## config.mk

```make
export PLATFORM = sky130hd
export DESIGN_NAME = ccff_chain_loader_flat
export DESIGN_NICKNAME = d
export VERILOG_FILES = /design/src/rtl/ccff_chain_loader_if.sv /design/src/rtl/ccff_chain_loader.sv /design/src/flat_wrapper.sv
export SDC_FILE = /design/constraint.sdc
export NUM_CORES = 1
export LEC_CHECK = 0
export ABC_AREA = 1
export CAP_MARGIN = 15
export CORE_MARGIN = 10
export CORE_UTILIZATION = 45
export CTS_CLUSTER_SIZE = 14
export DETAILED_ROUTE_END_ITERATION = 8
export DONT_BUFFER_PORTS = 1
export GPL_TIMING_DRIVEN = 0
export PLACE_DENSITY = 0.65
export SLEW_MARGIN = 20
export SYNTH_ARGS = -nofsm -noshare
export SYNTH_HDL_FRONTEND = slang
export SYNTH_SLANG_ARGS = --single-unit
```

## constraint.sdc

```tcl
create_clock -name prog_clk -period 3.6 [get_ports prog_clk]
set_clock_uncertainty 0.05 [all_clocks]
set_input_delay 0.72 -clock prog_clk [delete_from_list [all_inputs] [get_ports prog_clk]]
set_output_delay 0.72 -clock prog_clk [all_outputs]
set_load 0.01 [all_outputs]
```

## src/rtl/ccff_chain_loader_if.sv

```systemverilog
// Bitstream-side bundle of the chain loader: start strobes, load word
// stream, readback word stream and status.
interface ccff_chain_loader_if #(
  parameter int WORD_W = 8
);
  logic              start_load;
  logic              start_read;
  logic [WORD_W-1:0] cfg_data;
  logic              cfg_valid;
  logic              cfg_ready;
  logic [WORD_W-1:0] rb_data;
  logic              rb_valid;
  logic              rb_ready;
  logic              busy;
  logic              done;

  // Front-end (DMA/JTAG) side
  modport master (
    output start_load, start_read, cfg_data, cfg_valid, rb_ready,
    input  cfg_ready, rb_data, rb_valid, busy, done
  );

  // Loader side
  modport slave (
    input  start_load, start_read, cfg_data, cfg_valid, rb_ready,
    output cfg_ready, rb_data, rb_valid, busy, done
  );
endinterface

```

## src/rtl/ccff_chain_loader.sv

```systemverilog
// Configuration-chain loader: serialises load words into ccff_head (LSB
// first) and, in readback, recirculates ccff_tail into ccff_head while
// collecting the tail bits back into words. The chain shifts only in
// cycles where chain_clk_en is high.
module ccff_chain_loader #(
  parameter int CHAIN_LEN = 62,
  parameter int WORD_W    = 8,
  parameter int CNT_W     = 16
) (
  input  logic              prog_clk,
  input  logic              pReset,
  ccff_chain_loader_if.slave bus,
  output logic              ccff_head,
  input  logic              ccff_tail,
  output logic              chain_clk_en
);

  localparam int BW = $clog2(WORD_W + 1);
  localparam logic [CNT_W-1:0] LEN  = CNT_W'(CHAIN_LEN);
  localparam logic [BW-1:0]    FULL = BW'(WORD_W);

  typedef enum logic [1:0] {IDLE, LOAD, READ, DONE} state_t;

  state_t            state, state_d;
  logic [CNT_W-1:0]  cnt, cnt_d;          // shifts issued this operation
  logic [WORD_W-1:0] buf_q, buf_d;        // load: unsent bits; read: collected bits
  logic [BW-1:0]     bcnt, bcnt_d;        // bits held in buf_q
  logic              head_q, head_d;
  logic              en_q, en_d;
  logic [WORD_W-1:0] rb_data_q, rb_data_d;
  logic              rb_valid_q, rb_valid_d;

  logic [CNT_W-1:0]  pending;
  logic              cfg_ready_c;
  logic              accept;
  logic              slot_free;
  logic [WORD_W-1:0] src, cap;
  logic [BW-1:0]     src_cnt, cap_cnt;
  logic              word_done;

  // Bits already issued plus bits still buffered; a new word is only
  // wanted while this does not yet cover the whole chain.
  assign pending     = cnt + CNT_W'(bcnt);
  assign cfg_ready_c = (state == LOAD) && (bcnt <= BW'(1)) && (pending < LEN);
  assign accept      = cfg_ready_c && bus.cfg_valid;
  assign slot_free   = !rb_valid_q || bus.rb_ready;

  assign bus.cfg_ready = cfg_ready_c;
  assign bus.rb_data   = rb_data_q;
  assign bus.rb_valid  = rb_valid_q;
  assign bus.busy      = (state != IDLE);
  assign bus.done      = (state == DONE);
  assign chain_clk_en  = en_q;
  assign ccff_head     = (state == READ) ? ccff_tail : head_q;

  // Next-state, shift scheduling and word assembly
  always_comb begin
    state_d    = state;
    cnt_d      = cnt;
    buf_d      = buf_q;
    bcnt_d     = bcnt;
    head_d     = head_q;
    en_d       = 1'b0;
    rb_data_d  = rb_data_q;
    rb_valid_d = rb_valid_q;
    src        = buf_q;
    src_cnt    = bcnt;
    cap        = buf_q;
    cap_cnt    = bcnt;
    word_done  = 1'b0;

    if (rb_valid_q && bus.rb_ready) rb_valid_d = 1'b0;

    case (state)
      IDLE: begin
        cnt_d  = '0;
        buf_d  = '0;
        bcnt_d = '0;
        if (bus.start_load)      state_d = LOAD;
        else if (bus.start_read) state_d = READ;
      end

      LOAD: begin
        // An empty buffer issues bit 0 of the incoming word directly so
        // streaming has no refill bubble; with one bit left, that bit is
        // issued and the new word replaces the buffer in the same edge.
        if (accept && bcnt == '0) begin
          src     = bus.cfg_data;
          src_cnt = FULL;
        end
        if (cnt == LEN) begin
          state_d = DONE;
        end else if (src_cnt != '0) begin
          en_d   = 1'b1;
          head_d = src[0];
          cnt_d  = cnt + 1'b1;
          buf_d  = src >> 1;
          bcnt_d = src_cnt - 1'b1;
        end
        if (accept && bcnt != '0) begin
          buf_d  = bus.cfg_data;
          bcnt_d = FULL;
        end
      end

      READ: begin
        // The enabled cycle with cnt == LEN is the final shift, so a
        // partial word is complete once cnt == LEN and it is non-empty.
        if (en_q) begin
          cap     = buf_q | ({WORD_W{ccff_tail}} & (WORD_W'(1) << bcnt));
          cap_cnt = bcnt + 1'b1;
        end
        word_done = (cap_cnt == FULL) || (cnt == LEN && cap_cnt != '0);
        if (word_done && slot_free) begin
          rb_data_d  = cap;
          rb_valid_d = 1'b1;
          buf_d      = '0;
          bcnt_d     = '0;
        end else begin
          buf_d  = cap;
          bcnt_d = cap_cnt;
        end
        if (cnt != LEN && bcnt_d != FULL) begin
          en_d  = 1'b1;
          cnt_d = cnt + 1'b1;
        end
        if (cnt == LEN && !en_q && bcnt == '0) state_d = DONE;
      end

      DONE: state_d = IDLE;

      default: state_d = IDLE;
    endcase
  end

  // State and datapath registers
  always_ff @(posedge prog_clk or posedge pReset) begin
    if (pReset) begin
      state      <= IDLE;
      cnt        <= '0;
      buf_q      <= '0;
      bcnt       <= '0;
      head_q     <= 1'b0;
      en_q       <= 1'b0;
      rb_data_q  <= '0;
      rb_valid_q <= 1'b0;
    end else begin
      state      <= state_d;
      cnt        <= cnt_d;
      buf_q      <= buf_d;
      bcnt       <= bcnt_d;
      head_q     <= head_d;
      en_q       <= en_d;
      rb_data_q  <= rb_data_d;
      rb_valid_q <= rb_valid_d;
    end
  end

endmodule

```

## src/flat_wrapper.sv

```systemverilog
// flat-port wrapper written by rule: the top's interface ports become plain ports
module ccff_chain_loader_flat 
#(
  parameter int CHAIN_LEN = 62,
  parameter int WORD_W    = 8,
  parameter int CNT_W     = 16
)
  (prog_clk, pReset, ccff_head, ccff_tail, chain_clk_en, bus_start_load, bus_start_read, bus_cfg_data, bus_cfg_valid, bus_rb_ready, bus_cfg_ready, bus_rb_data, bus_rb_valid, bus_busy, bus_done);
  ccff_chain_loader_if #(.WORD_W(WORD_W)) bus_i ();
  input  logic prog_clk;
  input  logic pReset;
  output logic ccff_head;
  input  logic ccff_tail;
  output logic chain_clk_en;
  input wire logic [$bits(bus_i.start_load)-1:0] bus_start_load;
  input wire logic [$bits(bus_i.start_read)-1:0] bus_start_read;
  input wire logic [$bits(bus_i.cfg_data)-1:0] bus_cfg_data;
  input wire logic [$bits(bus_i.cfg_valid)-1:0] bus_cfg_valid;
  input wire logic [$bits(bus_i.rb_ready)-1:0] bus_rb_ready;
  output wire logic [$bits(bus_i.cfg_ready)-1:0] bus_cfg_ready;
  output wire logic [$bits(bus_i.rb_data)-1:0] bus_rb_data;
  output wire logic [$bits(bus_i.rb_valid)-1:0] bus_rb_valid;
  output wire logic [$bits(bus_i.busy)-1:0] bus_busy;
  output wire logic [$bits(bus_i.done)-1:0] bus_done;
  assign bus_i.start_load = bus_start_load;
  assign bus_i.start_read = bus_start_read;
  assign bus_i.cfg_data = bus_cfg_data;
  assign bus_i.cfg_valid = bus_cfg_valid;
  assign bus_i.rb_ready = bus_rb_ready;
  assign bus_cfg_ready = bus_i.cfg_ready;
  assign bus_rb_data = bus_i.rb_data;
  assign bus_rb_valid = bus_i.rb_valid;
  assign bus_busy = bus_i.busy;
  assign bus_done = bus_i.done;
  ccff_chain_loader #(.CHAIN_LEN(CHAIN_LEN), .WORD_W(WORD_W), .CNT_W(CNT_W)) u_core (.prog_clk(prog_clk), .pReset(pReset), .bus(bus_i), .ccff_head(ccff_head), .ccff_tail(ccff_tail), .chain_clk_en(chain_clk_en));
endmodule
```

==> results.sh <==
export IMPL_max_stage_delay_ns=0.43
export IMPL_synth_distinct_cells=35
export IMPL_worstSetupEndpointType="primary output"
export IMPL_grt_pass1_wl_mm=16.3
export IMPL_crit_path_start_kind="flop"
export IMPL_fillers=789
export IMPL_grt_remaining_overflow=0
export IMPL_grt_pass1_vias=3238
export IMPL_die_y_um=107
export IMPL_syn2layout_area_growth_pct=7.67
export IMPL_required_ns=2.83
export IMPL_avgSynthCellArea_um2=6.52
export IMPL_power_mw=2.78
export IMPL_vias_per_cell=5.36
export IMPL_io_pins=29
export IMPL_setup_tns_final_ns=0
export IMPL_drtIter0Drc=257
export IMPL_multi_input_area_mm2=0.00202
export IMPL_drive_gt1_frac=0.0760
export IMPL_cpMostUsedCell="nand2_1"
export IMPL_path_cells="inv_2 -> fa_1 -> inv_1 -> nand3_1 -> nand2_1 -> nand2_1 -> nand2_1 -> nand3_1 -> nor2_1 -> nand2_1 -> nor2_2 -> and2_1 -> buf_6"
export IMPL_dp_hpwl_mm=7.36
export IMPL_crit_fanout=9
export IMPL_drv_cap=0
export IMPL_die_w_um=107
export IMPL_placement_cell_area_mm2=0.00353
export IMPL_cts_buffers_inserted=5
export IMPL_core_area_mm2=0.00729
export IMPL_final_core_util=0.498
export IMPL_period_needed_ns=3.34
export IMPL_cts_root_buf="clkbuf_8"
export IMPL_fin_area_mm2=0.00363
export IMPL_antenna_found_initial=0
export IMPL_setup_viol=0
export IMPL_hold_viol=0
export IMPL_vias=3351
export IMPL_ys_seq_elements=41
export IMPL_cts_hold_buffers=0
export IMPL_criticalPathCategory="flop to primary output"
export IMPL_hold_class="input port to asynchronous set/reset pin"
export IMPL_final_common_cell="nand2_1"
export IMPL_row_count=31
export IMPL_p_per_area_mw_per_mm2=766
export IMPL_max_clock_freq_ghz=0.300
export IMPL_clock_path_buffers=2
export IMPL_grt_max_degree=25
export IMPL_clkSlewWorstSetupHoldPaths_ns=0.09
export IMPL_slew_viol_final=0
export IMPL_power_leakage_nw=1.87
export IMPL_period_share=0.927
export IMPL_wl_per_cell_um=15.0
export IMPL_cp_arrival_ns=2.57
export IMPL_yosysWarningCount=0
export IMPL_syn_nets=550
export IMPL_syn_inst=518
export IMPL_cpMaxStageDelayCell="dfrtp_2"
export IMPL_diodes=0
export IMPL_layout_common_cells="nand2_1 (200), inv_1 (58), nand3_1 (42)"
export IMPL_slew_headroom=0.559
export IMPL_io_buffers=0
export IMPL_whs_ns=0.316
export IMPL_synth_area_mm2=0.00338
export IMPL_seq_area_mm2=0.00103
export IMPL_dieArea_mm2=0.0114
export IMPL_initial_core_util=0.463
export IMPL_worstMarginPinSlew_ns=0.659
export IMPL_rsz0062_at_grt="false"
export IMPL_status="finished, final reports clean"
export IMPL_drt_antenna_violating_nets=0
export IMPL_drc=0
export IMPL_clk_latency_ns=0.30
export IMPL_cts_tree="done"
export IMPL_clkSinkCount=41
export IMPL_place_congestion=0.931
export IMPL_post_cts_setup_buffers=0
export IMPL_drt_pass1_iterations=5
export IMPL_wirelength_mm=9.39
export IMPL_yosysSeqAreaShare=0.304
export IMPL_htree_levels=2
export IMPL_fin_nets=558
export IMPL_peakVddDrop_mv=0.414
export IMPL_grt_usage=0.172
==> path summary, 6_finish.rpt <==
kind | from | to | slack, ns | depth (start not counted)
min in group prog_clk | u_core.head_q | u_core.head_q | 0.46 | 2
max reg2reg | u_core.bcnt[1] | u_core.cnt[7] | 0.48 | 18
min reg2reg | u_core.head_q | u_core.head_q | 0.46 | 2
max in group asynchronous | pReset | u_core.bus.rb_data[7] | 2.68 | 2
max | u_core.bcnt[1] | bus_cfg_ready | 0.26 | 13
min | pReset | u_core.cnt[5] | 0.32 | 1
==> synthesized netlist by cell type <==
| master | n | area [um^2] |
|---|---|---|
| nand3b_1 | 1 | 7.51 |
| and2_1 | 1 | 6.26 |
| o21ai_0 | 22 | 110 |
| nor2_4 | 3 | 33.8 |
| clkbuf_1 | 5 | 18.8 |
| xor2_1 | 9 | 78.8 |
| nor2_2 | 2 | 12.5 |
| nor4_1 | 3 | 18.8 |
| fa_1 | 1 | 20.0 |
| buf_2 | 4 | 20.0 |
| nor2_1 | 32 | 120 |
| o21ai_2 | 2 | 17.5 |
| o22ai_1 | 1 | 6.26 |
| dfrtp_1 | 41 | 1030 |
| a21oi_1 | 6 | 30.0 |
| nand3_1 | 42 | 210 |
| o21bai_1 | 5 | 37.5 |
| inv_1 | 60 | 225 |
| buf_4 | 3 | 22.5 |
| nand2_2 | 4 | 25.0 |
| clkinv_1 | 2 | 7.51 |
| buf_6 | 2 | 22.5 |
| a21o_1 | 1 | 7.51 |
| and2_2 | 1 | 7.51 |
| a31oi_1 | 1 | 6.26 |
| ha_1 | 16 | 200 |
| or2_2 | 1 | 6.26 |
| xnor2_1 | 2 | 17.5 |
| inv_2 | 3 | 11.3 |
| nand3_4 | 2 | 35.0 |
| nor3_1 | 8 | 40.0 |
| o31ai_1 | 9 | 67.6 |
| nand2_1 | 200 | 751 |
| nand4_1 | 21 | 131 |
| o221ai_1 | 2 | 17.5 |
==> routing by layer <==
metal,GRT usage,wire [um],part of all wire,up-vias
li1,-,-,-,1674
met1,0.232,4410,0.47,1546
met2,0.278,4210,0.45,122
met3,0.0293,676,0.072,9
met4,0.0387,91,0.0097,0
met5,0,0,0,-
==> metrics by stage <==
stage,cells,setup slack [ns]
after CTS,625,0.120
after floorplan,518,0.860
after detailed placement,618,0.409
after global placement,617,0.426
final,625,0.261
after global routing,625,0.0291
==> registers in the layout, summed over array words and instances (netlist names) <==
signal,flops
u_core.bus.rb_valid,1
u_core.cnt,16
u_core.chain_clk_en,1
u_core.state,2
u_core.bus.rb_data,8
u_core.buf_q,8
u_core.bcnt,4
u_core.head_q,1
==> critical path, delay by kind of cell, from the launching register on <==
family | cells | cell delay, ns
adder cells (fa/ha/maj) | 1 | 0.42
buffers and inverters | 3 | 0.38
flip-flops | 1 | 0.43
AND/OR/NAND/NOR | 9 | 1.04
==> where the power goes <==
part           internal, mW  leakage, nW  switching [mW]
Combinational         0.532         1.31            1.01
Clock                 0.202       0.0540           0.171
Sequential            0.643        0.500           0.229
==> cell families after synthesis <==
| group | synth area share |
|---|---|
| flops | 0.304 |
| fa+ha+maj | 0.0652 |
| simple gates | 0.416 |
| xor+xnor | 0.0285 |
| buf+inv | 0.0971 |
| compound gates | 0.0890 |
==> area by class of cell <==
cell class / instances / area share
multi-input cells: 398 / 0.556
flip-flops and latches: 41 / 0.283
inverters: 65 / 0.0671
well taps: 99 / 0.0341
plain buffers: 14 / 0.0231
clock buffers: 5 / 0.0189
clock inverters: 2 / 0.00964
repair buffers: 1 / 0.00757
==> what timing repair did <==
action | 4_1_cts | 5_1_grt
gates resized for setup | 0 | 4
hold endpoints to repair | 0 | 0
endpoints found under the setup margin | 0 | 1
No activity file was read; power rests on OpenSTA's default activity.
==> RTL edit 1, RTL diff (config.mk and constraints unchanged) <==
Take the reset off `rb_data_q` and load it in a clocked block of its own.
--- a/src/rtl/ccff_chain_loader.sv
+++ b/src/rtl/ccff_chain_loader.sv
@@ -144,3 +144,2 @@
       en_q       <= 1'b0;
-      rb_data_q  <= '0;
       rb_valid_q <= 1'b0;
@@ -153,3 +152,2 @@
       en_q       <= en_d;
-      rb_data_q  <= rb_data_d;
       rb_valid_q <= rb_valid_d;
@@ -158,2 +156,6 @@
 
+  always_ff @(posedge prog_clk) begin
+    rb_data_q <= rb_data_d;
+  end
+
 endmodule
Check against the original RTL: no difference found for any inputs over 10 cycles, from zero or initial values and one cycle with pReset high; that may be too few to reach the edited logic, so the function may still have changed.
==> RTL edit 1 against the unedited design <==
Final cell count decreased by 5.3%; worst setup slack better by 0.11 ns; wire length is 5.4% lower; critical endpoint unchanged; total power down 9.0%; area after synthesis rose by 2.9%; count of clock-buffer cells in the layout up 1; register-to-register slack better by 0.05 ns; final area up 1.3%; sequential cell count unchanged; clock power down 19%; synthesized cell count down 6.4%; via count down 6.1%.
==> RTL edit 1: results (changes against the unedited design) <==
placed_design:
  place_area_mm2: 0.003597  # +2.0%
  hpwlAfterDp_um: 6942  # -5.7%
  place_congestion: 0.9255  # -0.56%
  placed_cells_incl_taps: 584  # -5.5%
  place_ws_ns: 0.5513  # +0.1425 ns
synthesis:
  synth.area.top_cells: "dfrtp_1 24%, nand2_1 18%, edfxtp_1 6.9%"
  async_reset_ff_frac: 0.8049  # -0.1951
  yosys-top-cells-count: "166 x nand2_1, 52 x inv_1, 33 x dfrtp_1, 31 x nand3_1, 27 x nor2_1"
  synth_seq_area_share: 0.3069  # +0.002988
  netlist-cell-type-count: 39  # +11%
  syn_avg_cell_area_um2: 7.162  # +9.9%
  synth_edf_count: 8  # +8
  synth.net_count: 517  # -6.0%
cells_and_area:
  final_cells: 592  # -5.3%
  largest_reg_flops: 16  # unchanged
  regArea_mm2: 0.001066  # +3.5%
  drive_gt1_frac: 0.1643  # +0.08825
  fillers: 745  # -5.6%
run_status:
  status: "complete, no violations"
global_routing:
  track_usage: 0.1555  # -0.01604
  grt_max_degree: 34  # +36%
  first_global_vias: 2927  # -9.6%
  grt_first_pass_wirelength_um: 14870  # -9.0%
routing:
  drt_pre_antenna_iters: 5  # unchanged
  viasPerCell: 5.318  # -0.82%
  drt_iter0_markers: 391  # +52%
  wl_per_cell_um: 14.99  # -0.16%
power:
  p_leak_nw: 1.782  # -4.4%
  peakVddDrop_mv: 0.6444  # +56%
  p_sw_frac: 0.5190  # +0.01382
sta:
  holdWs_ns: 0.3674  # +0.05185 ns
  slew_headroom: 0.5108  # -0.04796
setup_path:
  reg2regPathDepth: 19  # +1
  cp_max_fo: 8  # -1
  r2r_slack_ns: 0.53  # +0.05 ns
  crit_arrival_ns: 2.46  # -0.11 ns
  r2r-end: "u_core.buf_q[0]"
clock_network:
  clk_latency_ns: 0.30  # about the same
  post_cts_resized: 0  # unchanged
[RTL edit 1: cells by family after synthesis]
group                    share of synthesized area
buffers and inverters                      0.09329
AND/OR/NAND/NOR                             0.3804
adder cells (fa/ha/maj)                    0.06340
XOR/XNOR                                   0.04539
AO/OA/AOI/OAI                               0.1106
flip-flops                                  0.3069
[RTL edit 1: layout make-up]
cell class	instances	area share
Multi-Input combinational cell	370	0.5659
Sequential cell	41	0.2896
Tap cell	99	0.03365
Inverter	58	0.05948
Buffer	16	0.02855
Clock buffer	6	0.01971
Clock inverter	2	0.003059
[RTL edit 1: power groups by stage]
stage          sequential [mW]  clock, mW  combinational [mW]
4_1_cts                  0.724      0.308                1.50
5_1_grt                  0.744      0.325                1.69
3_5_place_dp             0.734          0                1.49
3_3_place_gp             0.731          0                1.47
6_report                 0.725      0.301                1.51
2_1_floorplan            0.695          0                1.16
[RTL edit 1: how the worst max path moves through the flow]
stage | start | end | slack, ns | depth (start not counted)
after global placement | u_core.bcnt[1] | u_core.buf_q[0] | 0.55 | 19
after floorplan | u_core.bcnt[1] | bus_cfg_ready | 0.99 | 13
after global routing | u_core.bcnt[1] | bus_cfg_ready | 0.06 | 13
final | u_core.bcnt[1] | bus_cfg_ready | 0.37 | 13
after detailed placement | u_core.bcnt[1] | u_core.buf_q[0] | 0.55 | 19
after CTS | u_core.bcnt[1] | bus_cfg_ready | 0.35 | 13
[RTL edit 1: critical path: stages, from the launching register on]
cell,delay [ns]
dfrtp_1,0.45
inv_1,0.17
fa_1,0.48
inv_1,0.09
nand3_1,0.08
nand2_2,0.16
nand2_1,0.07
nand2_1,0.07
nand2_2,0.06
nor2_1,0.09
nand3_1,0.07
nor2_1,0.16
nand3_1,0.09
inv_1,0.12
[RTL edit 1: layer usage]
layer  up-vias  GRT usage  wire length [um]
li1       1577          -                 -
met1      1435     0.2338              4191
met2       125     0.2225              3817
met3        11    0.02934               785
met4         0    0.03053                82
met5         -          0                 0
==> RTL edit 2, RTL diff (same flow settings) <==
Made on the original files. `CNT_W` is set to 16 in 2 places; all go to 18.
--- a/src/rtl/ccff_chain_loader.sv
+++ b/src/rtl/ccff_chain_loader.sv
@@ -7,3 +7,3 @@
   parameter int WORD_W    = 8,
-  parameter int CNT_W     = 16
+  parameter int CNT_W     = 18
 ) (
--- a/src/flat_wrapper.sv
+++ b/src/flat_wrapper.sv
@@ -5,3 +5,3 @@
   parameter int WORD_W    = 8,
-  parameter int CNT_W     = 16
+  parameter int CNT_W     = 18
 )
Behaviour: no difference found for any inputs over 10 cycles, from zero or initial values and one cycle with pReset high; that may be too few to reach the edited logic, so the function may still have changed.
==> RTL edit 2 against the unedited design <==
Total power up 0.60%; largest power group unchanged; sequential cell count increased by 2; non-clock buffer count grew 9; critical path type unchanged; area after synthesis increased by 13%; worst setup slack got worse by 0.050 ns; combinational power is 12% higher; final area rose by 15%; sequential power down 17%; core utilization up 0.67 points; highest routed layer unchanged; wire length grew 23%.
==> RTL edit 2: results (changes against the unedited design) <==
routing:
  wl_met2_um: 5109  # +21%
  route.met3.wl_um: 853  # +26%
  drt_iter0_markers: 372  # +45%
  drt-met1-wl_um: 5497  # +25%
  viasPerCell: 5.559  # +3.7%
  wl_per_cell_um: 16.69  # +11%
  routed_wl_um: 11550  # +23%
power:
  p_int_mw: 1.284  # -6.8%
  clockPowerShare: 0.127  # -0.007
  p_leak_nw: 2.055  # +10%
  peakVddDrop_mv: 0.5218  # +26%
  comb_cell_power_mw: 1.72  # +12%
setup_path:
  cp_max_fo: 6  # -3
  r2r-start: "u_core.bcnt[0]"
  crit_path_start: "u_core.cnt[0]"
sta:
  holdWs_ns: 0.2097  # -0.1059 ns
  tightest_slew_ns: 0.6503  # -0.009225 ns
synthesis:
  synth-compound-area-share: 0.1201  # +0.03118
  synthAdderAreaFrac: 0.05761  # -0.007623
  netlist_instances: 572  # +10%
  yosys-top-cells-count: "171 x nand2_1, 62 x inv_1, 57 x nand3_1, 48 x nor2_1, 43 x dfrtp_1"
  synth_xor_area_frac: 0.01604  # -0.01250
  synth_seq_area_share: 0.2815  # -0.02242
  netlist-cell-type-count: 41  # +17%
  synthMuxAreaShare: 0.005565  # +0.005565
placed_design:
  hpwlAfterDp_um: 9066  # +23%
  place_area_mm2: 0.003974  # +13%
  place_congestion: 0.9644  # +3.6%
cells_and_area:
  largest_reg_flops: 18  # +2
  fillers: 863  # +9.4%
  drive_gt1_frac: 0.1635  # +0.08750
  final_nets: 618  # +11%
global_routing:
  track_usage: 0.1786  # +0.007127
  grt_util_met3: 0.03674  # +0.007400
  grt_use_met2: 0.2700  # -0.008326
  first_global_vias: 3495  # +7.9%
  grt_first_pass_wirelength_um: 18690  # +14%
  grt_max_degree: 31  # +24%
  grtUsageMet1: 0.2578  # +0.02533
run_status:
  status: "complete, no violations"
clock_network:
  post_cts_resized: 2  # +2
  clkTransAtPathRegs_ns: 0.09  # about the same
[RTL edit 2: cell types whose count changed after synthesis, moves of 9 or more]
cell     before  now
o31ai_1       9    0
nand3_1      42   57
nand2_1     200  171
nor2_1       32   48
o21ai_2       2   18
o21ai_1       0   11
[RTL edit 2: critical path, cell delays in order (launching register included)]
cell     delay (ns)
dfrtp_2        0.47
nand2_2        0.11
inv_2          0.07
fa_2           0.43
inv_1          0.07
nor2_1         0.06
nor2_4         0.18
nor2_4         0.06
nand3_1        0.08
nand2_1        0.09
nor2_1         0.11
nand4_1        0.17
nor4_4         0.41
[RTL edit 2: layout make-up]
class                           count  area (um^2)  share of cell area
Buffer                             16        102.6             0.02459
Clock buffer                        7        96.34             0.02310
Clock inverter                      1        7.507            0.001800
Inverter                           67        251.5             0.06029
Multi-Input combinational cell    445         2430              0.5825
Sequential cell                    43         1080              0.2588
Tap cell                          105        131.4             0.03149
Timing Repair Buffer                8        72.57             0.01740
